### config.mk
export PLATFORM = sky130hd
export DESIGN_NAME = bus_rr_arbiter_n
export DESIGN_NICKNAME = d
export VERILOG_FILES = /design/src/rtl/bus_arb_pkg.sv /design/src/rtl/bus_rr_arbiter_n_rr_arbiter.sv /design/src/rtl/bus_rr_arbiter_n.sv
export SDC_FILE = /design/constraint.sdc
export NUM_CORES = 1
export LEC_CHECK = 0
export CORE_ASPECT_RATIO = 2
export CORE_MARGIN = 3
export CORE_UTILIZATION = 44
export CTS_BUF_LIST = sky130_fd_sc_hd__clkbuf_2 sky130_fd_sc_hd__clkbuf_4 sky130_fd_sc_hd__clkbuf_8
export DETAILED_ROUTE_END_ITERATION = 7
export PLACE_DENSITY = 0.88
export SLEW_MARGIN = 15
export SYNTH_ARGS = -nofsm -noshare
export SYNTH_HDL_FRONTEND = slang
export SYNTH_SLANG_ARGS = --single-unit
### constraint.sdc
create_clock -name clk -period 4 [get_ports clk]
set_input_delay 1 -clock clk [delete_from_list [all_inputs] [get_ports clk]]
set_output_delay 1 -clock clk [all_outputs]
set_load 0.05 [all_outputs]
### src/rtl/bus_arb_pkg.sv
// Shared types and helpers for the N-port bus arbiter.
// Latency: none (types and pure functions only).
// Backpressure: not applicable.
package bus_arb_pkg;

   typedef enum logic [1:0] {
      IDLE    = 2'd0,
      POP     = 2'd1,
      DELIVER = 2'd2
   } state_e;

   localparam int                  ID_W_DEF  = 8;
   localparam logic [ID_W_DEF-1:0] BCAST_DEF = 8'hFF;

   // Upper bounds used by the width-generic helpers below.
   localparam int MAX_PKT   = 64;
   localparam int MAX_PKT_W = 6;
   localparam int MAX_ID    = 16;
   localparam int MAX_DRV   = 16;
   localparam int MAX_DRV_W = 4;

   // Destination field: the id_w bits at the top of a pkt_w-bit packet.
   function automatic logic [MAX_ID-1:0] get_dest(input logic [MAX_PKT-1:0] pkt,
                                                   input int pkt_w,
                                                   input int id_w);
      logic [MAX_ID-1:0] r;
      r = '0;
      for (int b = 0; b < MAX_ID; b++) begin
         if (b < id_w) r[MAX_DRV_W'(b)] = pkt[MAX_PKT_W'(pkt_w - id_w + b)];
      end
      return r;
   endfunction

   // Receiver set for a packet; an all-zero result means the packet is dropped.
   function automatic logic [MAX_DRV-1:0] target_mask(input logic [MAX_ID-1:0] dest,
                                                       input int src,
                                                       input int drvrs,
                                                       input logic [MAX_ID-1:0] bcast);
      logic [MAX_DRV-1:0] m;
      m = '0;
      if (dest == bcast) begin
         for (int i = 0; i < MAX_DRV; i++) begin
            if (i < drvrs && i != src) m[MAX_DRV_W'(i)] = 1'b1;
         end
      end else if (int'(dest) < drvrs) begin
         m[dest[MAX_DRV_W-1:0]] = 1'b1;
      end
      return m;
   endfunction

endpackage

### src/rtl/bus_rr_arbiter_n_rr_arbiter.sv
// Request selector: round-robin from rr_ptr or fixed lowest-index priority.
// Latency: combinational grant; rr_ptr moves on the clock after an advance.
// Backpressure: none; the caller decides when a grant is consumed (advance).
module rr_arbiter #(
   parameter int drvrs = 4,
   localparam int IDX_W = $clog2(drvrs)
) (
   input  logic             clk,
   input  logic             reset,
   input  logic [drvrs-1:0] req,
   input  logic             mode,
   input  logic             advance,
   output logic [IDX_W-1:0] gnt_idx,
   output logic             gnt_valid
);

   logic [IDX_W-1:0] rr_ptr_q, rr_ptr_d;
   logic [IDX_W:0]   sum;
   logic             found;

   // Winner search: wrap from rr_ptr in round-robin, from index 0 in fixed priority.
   always_comb begin
      found   = 1'b0;
      gnt_idx = '0;
      sum     = '0;
      for (int k = 0; k < drvrs; k++) begin
         if (mode) begin
            sum = (IDX_W+1)'(k);
         end else begin
            sum = {1'b0, rr_ptr_q} + (IDX_W+1)'(k);
            if (sum >= (IDX_W+1)'(drvrs)) sum = sum - (IDX_W+1)'(drvrs);
         end
         if (!found && req[sum[IDX_W-1:0]]) begin
            found   = 1'b1;
            gnt_idx = sum[IDX_W-1:0];
         end
      end
      gnt_valid = found;
   end

   // Pointer moves past the winner only for consumed round-robin grants.
   always_comb begin
      rr_ptr_d = rr_ptr_q;
      if (advance && gnt_valid && !mode) begin
         rr_ptr_d = (gnt_idx == IDX_W'(drvrs - 1)) ? '0 : gnt_idx + IDX_W'(1);
      end
   end

   // Pointer register.
   always_ff @(posedge clk or negedge reset) begin
      if (!reset) rr_ptr_q <= '0;
      else        rr_ptr_q <= rr_ptr_d;
   end

endmodule

### src/rtl/bus_rr_arbiter_n.sv
// N-port bus arbiter: pops one packet per grant and delivers it to one port or broadcasts.
// Latency: 3 cycles minimum per packet (arbitrate, pop, deliver).
// Backpressure: delivery waits until every target has full low; invalid IDs are counted and dropped.
module bus_rr_arbiter_n
   import bus_arb_pkg::*;
#(
   parameter int              drvrs   = 4,
   parameter int              pckg_sz = 16,
   parameter int              ID_W    = ID_W_DEF,
   parameter logic [ID_W-1:0] BCAST   = ID_W'(BCAST_DEF),
   parameter int              CNT_W   = 16,
   localparam int             IDX_W   = $clog2(drvrs)
) (
   input  logic                            clk,
   input  logic                            reset,
   input  logic [drvrs-1:0]                pndng,
   input  logic [drvrs-1:0][pckg_sz-1:0]   D_pop,
   output logic [drvrs-1:0]                pop,
   output logic [drvrs-1:0]                push,
   output logic [drvrs-1:0][pckg_sz-1:0]   D_push,
   input  logic [drvrs-1:0]                full,
   input  logic                            mode,
   output logic [IDX_W-1:0]                grant_id,
   output logic                            bus_busy,
   output logic [CNT_W-1:0]                drop_cnt
);

   state_e                          state_q, state_d;
   logic [IDX_W-1:0]                grant_q, grant_d;
   logic [pckg_sz-1:0]              hold_q, hold_d;
   logic [CNT_W-1:0]                drop_cnt_q, drop_cnt_d;
   logic [drvrs-1:0][pckg_sz-1:0]   d_push_q, d_push_d;

   logic [IDX_W-1:0]   gnt_idx;
   logic               gnt_valid;
   logic               advance;
   logic [MAX_ID-1:0]  dest;
   logic [MAX_DRV-1:0] tmask_full;
   logic [drvrs-1:0]   tmask;
   logic               drop_pkt;
   logic               tgt_rdy;
   logic [drvrs-1:0]   push_o;

   assign advance = (state_q == IDLE);

   rr_arbiter #(.drvrs(drvrs)) u_arb (
      .clk       (clk),
      .reset     (reset),
      .req       (pndng),
      .mode      (mode),
      .advance   (advance),
      .gnt_idx   (gnt_idx),
      .gnt_valid (gnt_valid)
   );

   // Decode the latched packet into its receiver set and readiness.
   always_comb begin
      dest       = get_dest(MAX_PKT'(hold_q), pckg_sz, ID_W);
      tmask_full = target_mask(dest, int'(grant_q), drvrs, MAX_ID'(BCAST));
      tmask      = tmask_full[drvrs-1:0];
      drop_pkt   = (tmask_full == '0);
      tgt_rdy    = ((full & tmask) == '0);
   end

   // Next state: a packet always passes through POP; DELIVER leaves on drop or push.
   always_comb begin
      state_d = state_q;
      case (state_q)
         IDLE:    if (gnt_valid) state_d = POP;
         POP:     state_d = DELIVER;
         DELIVER: if (drop_pkt || tgt_rdy) state_d = IDLE;
         default: state_d = IDLE;
      endcase
   end

   // Outputs: pop for the granted source in POP, push to all targets once they are ready.
   always_comb begin
      pop    = '0;
      push_o = '0;
      if (state_q == POP) pop[grant_q] = 1'b1;
      if (state_q == DELIVER && !drop_pkt && tgt_rdy) push_o = tmask;
      push = push_o;
      for (int i = 0; i < drvrs; i++) begin
         D_push[IDX_W'(i)] = push_o[IDX_W'(i)] ? hold_q : d_push_q[IDX_W'(i)];
      end
      grant_id = grant_q;
      bus_busy = (state_q != IDLE);
      drop_cnt = drop_cnt_q;
   end

   // Datapath updates: latch the winner, count drops, remember last data per receiver.
   always_comb begin
      grant_d    = grant_q;
      hold_d     = hold_q;
      drop_cnt_d = drop_cnt_q;
      d_push_d   = d_push_q;
      if (state_q == IDLE && gnt_valid) begin
         grant_d = gnt_idx;
         hold_d  = D_pop[gnt_idx];
      end
      if (state_q == DELIVER && drop_pkt && drop_cnt_q != '1) begin
         drop_cnt_d = drop_cnt_q + CNT_W'(1);
      end
      for (int i = 0; i < drvrs; i++) begin
         if (push_o[IDX_W'(i)]) d_push_d[IDX_W'(i)] = hold_q;
      end
   end

   // State register.
   always_ff @(posedge clk or negedge reset) begin
      if (!reset) state_q <= IDLE;
      else        state_q <= state_d;
   end

   // Datapath registers.
   always_ff @(posedge clk or negedge reset) begin
      if (!reset) begin
         grant_q    <= '0;
         hold_q     <= '0;
         drop_cnt_q <= '0;
         d_push_q   <= '0;
      end else begin
         grant_q    <= grant_d;
         hold_q     <= hold_d;
         drop_cnt_q <= drop_cnt_d;
         d_push_q   <= d_push_d;
      end
   end

endmodule

== Word-level counts from Yosys, hierarchy flattened ==
Index checks and enable logic that the tools add are counted.
W data, S select, Z words.
Storage, ports and cells
  register bits after elaboration: 70
  output and inout port bits: 91
  bits in latches: 0
  input port bits: 75
  RAM bits: 0
  memories kept: 0
  memory bits (read-only): 0
  word-level logic and storage cells: 109
Cells by class
  $mul: 0
  add/sub/neg operators: 9
  div/mod/pow operators: 0
  equality and inequality tests: 10
  mux-type cells: 45
  shift operators: 0
  magnitude comparators: 14
  bitwise logic cells: 1
  reductions and logical operators: 23
Operators with widths (count)
  $mux W16: 4
  $bmux W16 S2: 1
  $mux W2: 15
  $lt A2 B3 Y1 const B: 6
  $add A16 B1 Y16 const B: 1
  $logic_not A16 Y1: 1
  $ne A16 B16 Y1 const B: 1
  $mux W1: 14
  $mux W12: 1
  $mux W4: 3
  $logic_and A1 B1 Y1: 11
  $ge A3 B3 Y1 const B: 3
  $bmux W1 S2: 4
  $eq A8 B8 Y1 const B: 1
  $lt A8 B3 Y1 const B: 1
  $sub A2 B1 Y2 const B: 4
  $add A2 B2 Y3 const B: 2
  $pmux W2 S3: 1
  $logic_not A1 Y1: 5
  $lt A4 B5 Y1 const B: 1
  $and A4 B4 Y4: 1
  $demux W1 S4: 1
  $eq A2 B2 Y1 const B: 2
  $ge A4 B1 Y1 const B: 1
  other kinds (14): 17

== Depth between registers and ports, before layout ==
Gate-level depths: netlist of run 1.
  depth in word-level cells: 17
  gate-level depth with buffers: 9
  mapped depth without buffers: 7

== Cells and area by module ==
Synthesis of run 1 repeated with hierarchy kept, for this count alone.
Second synthesis, totals
  cell total of the unflattened synthesis: 340
  area total of the unflattened synthesis: 4065.1 um^2
Modules (own cells, without submodules)
  bus_rr_arbiter_n: area each 3666.0 um^2, times used 1, sequential area each 1701.6 um^2, cells an instance 286
  rr_arbiter: area each 399.1 um^2, times used 1, sequential area each 50.0 um^2, cells an instance 54

== Worst setup path before layout of run 1 ==
No wires, ideal clock.
  kind: in2out
  from: in full[0]
  to: out push[0]
  arrival: 2.579 ns
  required time: 3.000 ns
  stages on the path: 6
  path buffers: 0
  slack: 0.421 ns
  cells stage by stage: mux2_2 -> o22ai_1 -> o32a_1 -> nand4_4 -> nand2b_1 -> nor2_1
On the way
  word-level cells in the longest chain between the ends: 4
Ends and longest elaborated chain
  start, declared: line bus_rr_arbiter_n.sv:21  | input logic [drvrs-1:0] full,
  $and A4 B4 Y4: line bus_rr_arbiter_n.sv:62  | tgt_rdy = ((full & tmask) == '0);
  $logic_not A4 Y1: line bus_rr_arbiter_n.sv:62
  $logic_and A1 B1 Y1: line bus_rr_arbiter_n.sv:81  | if (state_q == DELIVER && !drop_pkt && tgt_rdy) push_o = tmask;
  $mux W4: line bus_rr_arbiter_n.sv:81
  end, declared: line bus_rr_arbiter_n.sv:19  | output logic [drvrs-1:0] push,
No other way between the ends.

==> results of run 1 <==
==> sequential cells by signal (all words and copies together) (netlist names) <==
register / flops
state_q: 2
u_arb.rr_ptr_q: 2
grant_id: 2
hold_q: 16
d_push_q: 32
drop_cnt: 16
==> worst min path at each step <==
| stage | startpoint | end | slack (ns) | cells after the start |
|---|---|---|---|---|
| 2_1_floorplan | hold_q[3] | hold_q[3] | 0.46 | 2 |
| 3_3_place_gp | drop_cnt[10] | drop_cnt[10] | 0.47 | 1 |
| 3_5_place_dp | d_push_q[20] | d_push_q[20] | 0.49 | 1 |
| 4_1_cts | d_push_q[20] | d_push_q[20] | 0.51 | 1 |
| 5_1_grt | d_push_q[31] | d_push_q[31] | 0.53 | 1 |
| 6_report | drop_cnt[15] | drop_cnt[15] | 0.50 | 1 |
==> power breakdown <==
part	internal (mW)	leakage [nW]	switching, mW
Sequential	0.926	0.925	0.223
Combinational	0.859	1.71	1.10
Clock	0.363	0.112	0.265
==> cells by family (layout without fill, tap and decap cells) <==
| logic type | after synthesis | after routing |
|---|---|---|
| and+or+nand+nor | 94 | 94 |
| muxes | 85 | 85 |
| DFF | 70 | 70 |
| buffers and inverters | 53 | 171 |
| AOI/OAI and AO/OA | 41 | 41 |
| xor gates and xnor gates | 14 | 14 |
| adders and majority gates | 2 | 2 |
| other | 1 | 32 |
==> critical path: cells and delay by family <==
| family | cells | cell delay [ns] |
|---|---|---|
| multiplexers | 2 | 0.58 |
| buffers and inverters | 3 | 0.56 |
| AND/OR/NAND/NOR | 2 | 0.43 |
| AO/OA/AOI/OAI | 2 | 0.32 |
==> synth_stat cells, drive strengths merged (3+ instances only) <==
library cell	number
nor3	6
nor3b	4
nand3	7
nand2	29
nor2b	3
o21ai	23
clkbuf	9
buf	40
mux2	51
nand2b	4
nor2	19
a211oi	3
nand4	9
dfrtp	70
a31oi	3
inv	4
xnor2	12
or2	5
mux2i	34
and3	3
==> layer usage <==
metal / up-vias / GRT usage [%]
li1: 1494 / -
met3: 25 / 4.568
met2: 132 / 38.21
met4: 0 / 10.89
met5: - / 0
met1: 1524 / 21.81
==> what timing repair did <==
action / in CTS / in global routing
gates cloned: 1 / 0
pin swaps: 3 / 1
buffers inserted: 2 / 3
resized for setup: 24 / 2
endpoints found under the setup margin: 31 / 30
==> per-stage QoR <==
| stage | util (%) | std cells | instance area (um2) | setup WS, ns |
|---|---|---|---|---|
| 2_1_floorplan | - | 391 | 4111 | 0.4213 |
| 3_3_place_gp | 63.77 | 587 | 5592 | -0.1150 |
| 3_5_place_dp | 63.77 | 587 | 5592 | -0.1555 |
| 4_1_cts | 67.68 | 606 | 5934 | 0.01883 |
| 5_1_grt | 68.02 | 609 | 5964 | 0.01365 |
| 6_report | 68.02 | 609 | 5964 | 0.08450 |
==> area by class of cell <==
type,count,area [um2]
clock buffer,14,186.4
fill,653,2804
timing repair buffer,151,1777
sequential,70,1753
multi-input combinational,268,2071
clock inverter,2,37.54
inverter,4,15.01
tap,100,125.1
==> flow_summary.yaml, run 1 <==
die:
  die_area_um2: 10330
  die_w_um: 73.38
  start_util_pct: 45.56
  core.rowCount: 48
  num_io_pins: 166
  core_area_um2: 8768
  die_y_um: 140.8
logic_synthesis:
  synth.largest_area_cell: "dfrtp_1"
  synth_compound_area_share_pct: 6.358
  yosys.area_share.simple_pct: 12.62
  synth-adder-area-share_pct: 0.6264
  synth_xor_area_share_pct: 3.069
  netlist.area_leader.share_pct: 43.85
  muxShareOfSynthArea_pct: 24.68
  synth_area_per_cell_um2: 11.10
  synth_seq_area_share_pct: 43.85
  synth_flop_cell: "dfrtp_1"
  synthCells: 360
  synth_top_family_by_area: "multiplexers"
  synth-seq-cells: 70
  synth.area.top_cells: "dfrtp_1 44%, mux2_2 9.0%, mux2i_1 8.5%, mux2_4 7.1%, buf_4 6.0%"
  synthDistinctLibCells: 45
  async_flop_share_pct: 100.0
  synth_edf_count: 0
  synthesis.area_um2: 3995
  synth_warnings: 32
layout:
  antenna-diode-count: 0
  drive_gt1_share_pct: 26.72
  most-common-layout-cells: "94 x clkdlybuf4s50_1, 69 x dfrtp_1, 34 x mux2i_1"
  num-nets-final: 581
  layout_commonest_cell: "clkdlybuf4s50_1"
  syn2layout_area_growth_pct: 49.30
timing:
  relSlewSlack_pct: 50.50
  setup_tns_ns: 0
  clock_skew_ns: 0.01368
  whs_ns: 0.4982
  setup_viol: 0
  period_share_pct: 97.89
  final_max_slew_viol_count: 0
  tightest_slew_ns: 0.7426
  hold_viol_final: 0
  rsz0062_at_grt: "false"
  fmax_mhz: 255.4
  post-route-min-period_ns: 3.915
critical_path:
  cp_max_fo: 6
  reg2reg_from: "hold_q[11]"
  endpoint: "D_push[11]"
  ff2ff_path_depth: 7
  cp-startpoint: "full[0]"
  crit_chain: "dlygate4sd2_1 > mux2_4 > o22ai_2 > o32a_1 > nand4_4 > nor2_4 > buf_12 > mux2_4 > buf_12"
  r2r_end: "d_push_q[1]"
  r2r_slack_ns: 1.43
  worstPathRequired_ns: 3.00
  startpoint_type: "input pin"
  arrival_ns: 2.92
  crit_type: "input pin to primary output"
  worst_path_largest_cell_delay_ns: 0.32
  worstSetupEndpointType: "primary output"
  critPathSlowestCell: "mux2_4"
routing:
  wl_met3_um: 531
  wl_per_cell_um: 16.96
  vias_per_cell: 5.213
  drt_iter0_markers: 66
  wl_um: 10330
  drc: 0
  met1_length_um: 3642
  wl_met2_um: 5681
  firstDrtPassIters: 4
  top_layer: "met4"
  via_count: 3175
  ant_nets: 0
clock_tree:
  ctsHoldBuffers: 0
  cts_tree: "yes"
  cts_buffers: 9
  ctsHtreeMaxLevel: 3
  cts_root_buffer: "clkbuf_8"
  clock_path_buffers: 2
  clkTransAtPathRegs_ns: 0.07
  clock_latency_ns: 0.36
  numClockSinks: 70
placement:
  dp_hpwl_um: 7960
  port_buffers: 133
  routabilityCongestion: 0.8445
grt:
  first_global_vias: 3338
  antenna_found_initial: 0
  grt_overflow: 0
  grt_pass1_wl_um: 16710
  grt_util_all_layers_pct: 21.09
  grt_max_degree: 51
power:
  vdd_ir_drop_max_v: 0.0003793
  power_mw: 3.734
  p_per_area_nw_per_um2: 626.1
  power.leakage_nw: 2.745
run:
  drv_cap: 0
min_path:
  min_path_type: "flip-flop to flip-flop"
status:
  status: "finished clean"
No activity file was read; power rests on OpenSTA's default activity.
==> run 2, diff against run 1 <==
--- a/config.mk
+++ b/config.mk
@@ -5,12 +5,13 @@
 export SDC_FILE = /design/constraint.sdc
 export NUM_CORES = 1
 export LEC_CHECK = 0
+export ABC_AREA = 1
 export CORE_ASPECT_RATIO = 2
-export CORE_MARGIN = 3
+export CORE_MARGIN = 10
 export CORE_UTILIZATION = 44
 export CTS_BUF_LIST = sky130_fd_sc_hd__clkbuf_2 sky130_fd_sc_hd__clkbuf_4 sky130_fd_sc_hd__clkbuf_8
 export DETAILED_ROUTE_END_ITERATION = 7
-export PLACE_DENSITY = 0.88
+export PLACE_DENSITY = 0.87
 export SLEW_MARGIN = 15
 export SYNTH_ARGS = -nofsm -noshare
 export SYNTH_HDL_FRONTEND = slang
==> flow_summary.yaml, run 2 <==
placement:
  port_buffers: 133
  dpl.cell_count: 824
  dp_hpwl_um: 10690
  routabilityCongestion: 0.8560
clock_tree:
  ctsHoldBuffers: 0
  cts_setup_buffers: 0
  cts_buffers: 9
  clock_latency_ns: 0.34
  ctsHtreeMaxLevel: 3
  cts_resized: 0
  clock_path_buffers: 2
  clkTransAtPathRegs_ns: 0.08
  numClockSinks: 70
  cts_tree: "yes"
  cts_root_buffer: "clkbuf_8"
power:
  power.leakage_nw: 3.053
  power_mw: 3.218
  p_per_area_nw_per_um2: 525.8
  vdd_ir_drop_max_v: 0.0004395
logic_synthesis:
  async_flop_share_pct: 100.0
  synth_seq_area_share_pct: 40.98
  netlist.area_leader.share_pct: 40.98
  muxShareOfSynthArea_pct: 0
  yosys.area_share.simple_pct: 35.28
  synth.largest_area_cell: "dfrtp_1"
  synth_edf_count: 0
  synth-adder-area-share_pct: 0.5855
  synthCells: 575
  yosys-top-cells-count: "202 x nand2_1, 70 x dfrtp_1, 62 x inv_1, 62 x nand3_1, 38 x buf_4"
  synth_compound_area_share_pct: 5.738
  synthDistinctLibCells: 35
  synth-seq-cells: 70
  synth_top_family_by_area: "simple AND/OR/NAND/NOR gates"
  synth.area.top_cells: "dfrtp_1 41%, nand2_1 18%, nand3_1 7.3%, buf_4 6.7%, inv_1 5.4%"
  synthesis.area_um2: 4274
  synth_warnings: 32
  synth_flop_cell: "dfrtp_1"
  yosysMostFrequentCell: "nand2_1"
  synth_xor_area_share_pct: 2.869
  synth_area_per_cell_um2: 7.433
timing:
  setup_tns_ns: 0
  final_max_slew_viol_count: 0
  whs_ns: 0.5073
  post-route-min-period_ns: 3.812
  clock_skew_ns: 0.01042
  fmax_mhz: 262.3
  hold_viol_final: 0
  rsz0062_at_grt: "false"
  tightest_slew_ns: 0.8862
  relSlewSlack_pct: 40.92
  setup_viol: 0
  period_share_pct: 95.29
critical_path:
  worst_path_largest_cell_delay_ns: 0.55
  reg2reg_from: "hold_q[14]"
  crit_chain: "nand2_1 > nor3_2 > nand2_2 > o21ai_1 > nor2_2 > a21oi_4 > nand3_4 > clkinv_4 > nand2_4 > nand2_1 > buf_12"
  crit_buf_inv: 2
  r2r_end: "drop_cnt[4]"
  cp_max_fo: 17
  r2r_slack_ns: 1.54
  critPathSlowestCell: "dfrtp_1"
  cpMostUsedCell: "nand2_1"
  ff2ff_path_depth: 11
  arrival_ns: 2.81
  worstPathRequired_ns: 3.00
  crit_type: "flip-flop to primary output"
  worstSetupEndpointType: "primary output"
  crit_family: "simple AND/OR/NAND/NOR gates"
  startpoint_type: "flip-flop"
layout:
  top_register: "d_push_q"
  fin_cells: 840
  layout_commonest_cell: "nand2_1"
  drive_gt1_share_pct: 12.39
  fillers: 821
  antenna-diode-count: 0
  syn2layout_area_growth_pct: 43.21
  most-common-layout-cells: "202 x nand2_1, 96 x clkdlybuf4s50_1, 70 x dfrtp_1"
  multi_input_area_um2: 2021
  seq_area_um2: 1752
  largest_reg_flops: 32
  num-nets-final: 782
grt:
  grt_overflow: 0
  grt_max_degree: 71
  first_global_vias: 4250
  antenna_found_initial: 0
  grt_pass1_wl_um: 20180
  grt_util_all_layers_pct: 18.06
die:
  die_y_um: 159.4
  die_area_um2: 14290
  core.rowCount: 50
  num_io_pins: 166
  die_w_um: 89.69
  core_area_um2: 9447
  start_util_pct: 45.25
min_path:
  whs_path_depth: 2
  hp-start: "hold_q[12]"
  min_to: "hold_q[12]"
  min_path_type: "flip-flop to flip-flop"
routing:
  vias_per_cell: 4.836
  via_count: 4062
  drt_iter0_markers: 147
  firstDrtPassIters: 4
  wl_per_cell_um: 15.43
  wl_um: 12960
  drc: 0
  ant_nets: 0
status:
  status: "finished clean"
run:
  drv_cap: 0
run 2: cell types whose count changed after synthesis, moves of 8 or more:
| cell | previous run | this run |
|---|---|---|
| clkbuf_1 | 9 | 0 |
| mux2i_1 | 34 | 0 |
| mux2_2 | 32 | 0 |
| nand3_1 | 7 | 62 |
| nor2_1 | 17 | 25 |
| mux2_4 | 19 | 0 |
| o211ai_1 | 1 | 15 |
| o21ai_0 | 22 | 11 |
| nand2_1 | 29 | 202 |
| inv_1 | 4 | 62 |
| or2_0 | 0 | 11 |
run 2: power breakdown:
part | internal (mW) | switching, mW | total, mW
combinational | 0.545 | 1.07 | 1.62
clock | 0.303 | 0.271 | 0.574
sequential | 0.862 | 0.164 | 1.03
total | 1.71 | 1.51 | 3.22
run 2: through the flow:
step	utilization [%]	setup WS, ns	area [um2]
2_1_floorplan	-	0.6433	4390
3_5_place_dp	62.70	0.2970	5923
6_report	64.79	0.1883	6121
5_1_grt	64.79	0.01610	6121
3_3_place_gp	62.70	0.3747	5923
4_1_cts	64.79	0.1461	6121
run 2: per-layer routing:
metal / GRT usage [%] / up-vias / part of all wire, %
li1: - / 1992 / -
met1: 16.23 / 1907 / 34
met2: 34.97 / 132 / 58
met3: 3.480 / 31 / 4.8
met4: 9.243 / 0 / 3.7
met5: 0 / - / 0
run 2: kinds of logic after synthesis:
group	count (synthesis)
AO/OA/AOI/OAI	35
other	1
AND/OR/NAND/NOR	336
flip-flops	70
buffers and inverters	117
adder cells (fa/ha/maj)	2
XOR/XNOR	14
run 2: cell type report:
type                    count  area share (%)
clock buffers              11           2.269
clock inverters             5          0.9608
inverters                  69           4.313
multi-input cells         419           33.01
flip-flops and latches     70           28.62
well taps                 130           2.657
repair buffers            136           28.17
run 2: worst max path at each step:
| stage | depth (start not counted) | endpoint | start | slack (ns) |
|---|---|---|---|---|
| 2_1_floorplan | 8 | push[2] | grant_id[1] | 0.64 |
| 3_3_place_gp | 9 | D_push[9] | full[3] | 0.37 |
| 3_5_place_dp | 9 | D_push[14] | full[3] | 0.30 |
| 4_1_cts | 11 | D_push[14] | hold_q[14] | 0.15 |
| 5_1_grt | 12 | D_push[10] | hold_q[14] | 0.02 |
| 6_report | 11 | D_push[9] | hold_q[14] | 0.19 |
run 2: worst min-delay path, cell delays in order, from the launching register on:
cell	delay [ns]
dfrtp_1	0.34
nand2_1	0.06
nand3_1	0.07
==> run 3, diff against run 2 <==
--- a/config.mk
+++ b/config.mk
@@ -11,6 +11,7 @@
 export CORE_UTILIZATION = 44
 export CTS_BUF_LIST = sky130_fd_sc_hd__clkbuf_2 sky130_fd_sc_hd__clkbuf_4 sky130_fd_sc_hd__clkbuf_8
 export DETAILED_ROUTE_END_ITERATION = 7
+export GPL_TIMING_DRIVEN = 0
 export PLACE_DENSITY = 0.87
 export SLEW_MARGIN = 15
 export SYNTH_ARGS = -nofsm -noshare
==> flow_summary.yaml, run 3 (same netlist as run 2, synthesis figures left out) <==
status:
  status: "finished clean"
layout:
  num-nets-final: 828
  final_util_pct: 63.50
  largest_reg_flops: 32
  drive_gt1_share_pct: 17.20
  layout_commonest_cell: "nand2_1"
  fin_cells: 886
  antenna-diode-count: 0
  syn2layout_area_growth_pct: 40.34
  most-common-layout-cells: "202 x nand2_1, 96 x clkdlybuf4s50_1, 70 x dfrtp_1"
  top_register: "d_push_q"
  fillers: 832
critical_path:
  crit_buf_inv: 3
  startpoint_type: "flip-flop"
  worst_path_largest_cell_delay_ns: 0.54
  arrival_ns: 2.86
  crit_family: "buffers and inverters"
  crit_chain: "nand2_1 > nor3_2 > nand2_2 > o21ai_2 > nor2_2 > a21oi_4 > nand3_4 > inv_2 > buf_6 > clkdlybuf4s15_1"
  worstPathRequired_ns: 3.00
  critPathSlowestCell: "dfrtp_1"
  worstSetupEndpointType: "primary output"
  cp_max_fo: 10
  crit_type: "flip-flop to primary output"
timing:
  setup_viol: 0
  final_max_slew_viol_count: 0
  rsz0062_at_grt: "false"
  relSlewSlack_pct: 65.54
  post-route-min-period_ns: 3.861
  period_share_pct: 96.52
  fmax_mhz: 259.0
  tightest_slew_ns: 0.5153
  clock_skew_ns: 0.009384
  setup_tns_ns: 0
  hold_viol_final: 0
routing:
  firstDrtPassIters: 4
  ant_nets: 0
  wl_um: 13830
  drc: 0
  vias_per_cell: 4.780
  via_count: 4235
  drt_iter0_markers: 223
  wl_per_cell_um: 15.61
placement:
  port_buffers: 133
  routabilityCongestion: 0.9036
  dp_hpwl_um: 11430
  dpl.cell_count: 870
grt:
  grt_util_all_layers_pct: 19.86
  grt_max_degree: 64
  grt_pass1_wl_um: 22180
  grt_overflow: 0
  antenna_found_initial: 0
  first_global_vias: 4437
clock_tree:
  ctsHtreeMaxLevel: 3
  cts_buffers: 9
  cts_tree: "yes"
  clkTransAtPathRegs_ns: 0.08
  ctsHoldBuffers: 0
  clock_latency_ns: 0.35
  cts_root_buffer: "clkbuf_8"
  numClockSinks: 70
  clock_path_buffers: 2
  cts_setup_buffers: 0
min_path:
  min_path_type: "input pin to asynchronous set/reset pin"
die:
  die_w_um: 89.69
  core_area_um2: 9447
  die_y_um: 159.4
  start_util_pct: 45.25
  die_area_um2: 14290
  core.rowCount: 50
  num_io_pins: 166
run:
  drv_cap: 0
power:
  vdd_ir_drop_max_v: 0.0004064
  p_per_area_nw_per_um2: 567.9
  power.leakage_nw: 3.209
==> run 3: cell type report <==
type | count | area [um2] | area share [%]
Clock buffer | 11 | 145.1 | 2.420
Multi-Input combinational cell | 419 | 2021 | 33.69
Timing Repair Buffer | 134 | 1219 | 20.32
Inverter | 69 | 264.0 | 4.401
Buffer | 48 | 354.1 | 5.903
Sequential cell | 70 | 1752 | 29.20
Tap cell | 130 | 162.7 | 2.712
Clock inverter | 5 | 81.33 | 1.356
==> run 3: metal layers <==
| layer | up-vias | GRT usage (%) | wire [um] |
|---|---|---|---|
| met5 | - | 0 | 0 |
| met4 | 0 | 10.12 | 411 |
| met3 | 23 | 4.759 | 799 |
| met2 | 125 | 37.22 | 7959 |
| met1 | 1999 | 18.45 | 4664 |
| li1 | 2088 | - | - |
==> run 3: final timing paths <==
| path | start | to | slack [ns] | cells past startpoint |
|---|---|---|---|---|
| hold / removal | reset | d_push_q[2] | 0.46 | 1 |
| hold reg to reg | d_push_q[24] | d_push_q[24] | 0.48 | 1 |
| setup reg to reg | u_arb.rr_ptr_q[1] | u_arb.rr_ptr_q[1] | 1.65 | 15 |
| setup / recovery | hold_q[14] | push[1] | 0.14 | 10 |
| min in group clk | d_push_q[24] | d_push_q[24] | 0.48 | 1 |
| max in group asynchronous | reset | drop_cnt[5] | 3.00 | 2 |
==> run 3: timing repair <==
item	4_1_cts	5_1_grt
endpoints found under the hold margin	0	0
gates resized for setup	60	49
setup endpoints to repair	35	32
==> run 3: where the power goes <==
part           switching, mW  total (mW)  internal (mW)
Combinational           1.17        1.75          0.575
Clock                  0.275       0.651          0.376
Sequential             0.148        1.01          0.862
Total                   1.59        3.41           1.81
==> run 3: worst reg2reg max path, stage by stage, from the launching register on <==
cell and delay, ns:
dfrtp_1 0.37, inv_1 0.07, nor2_1 0.27, inv_2 0.11, nand3_1 0.11, nand2_2 0.12, inv_2 0.07, nor2_1 0.03
nor2_1 0.08, nand2_1 0.10, nand2_2 0.14, buf_4 0.21, inv_1 0.09, ha_1 0.27, nand2_1 0.07, o21ai_0 0.09
==> run 3: per-stage QoR <==
step           power, mW  hold slack, ns  setup slack [ns]  area [um2]
4_1_cts            3.421          0.4481          0.003429        6123
3_3_place_gp       2.718          0.4497           -0.3154        5884
6_report           3.406          0.4613            0.1392        5998
5_1_grt            3.636          0.4485         0.0009541        5998
3_5_place_dp       2.769          0.4539           -0.2387        5909
2_1_floorplan      2.206          0.4652            0.6433        4390
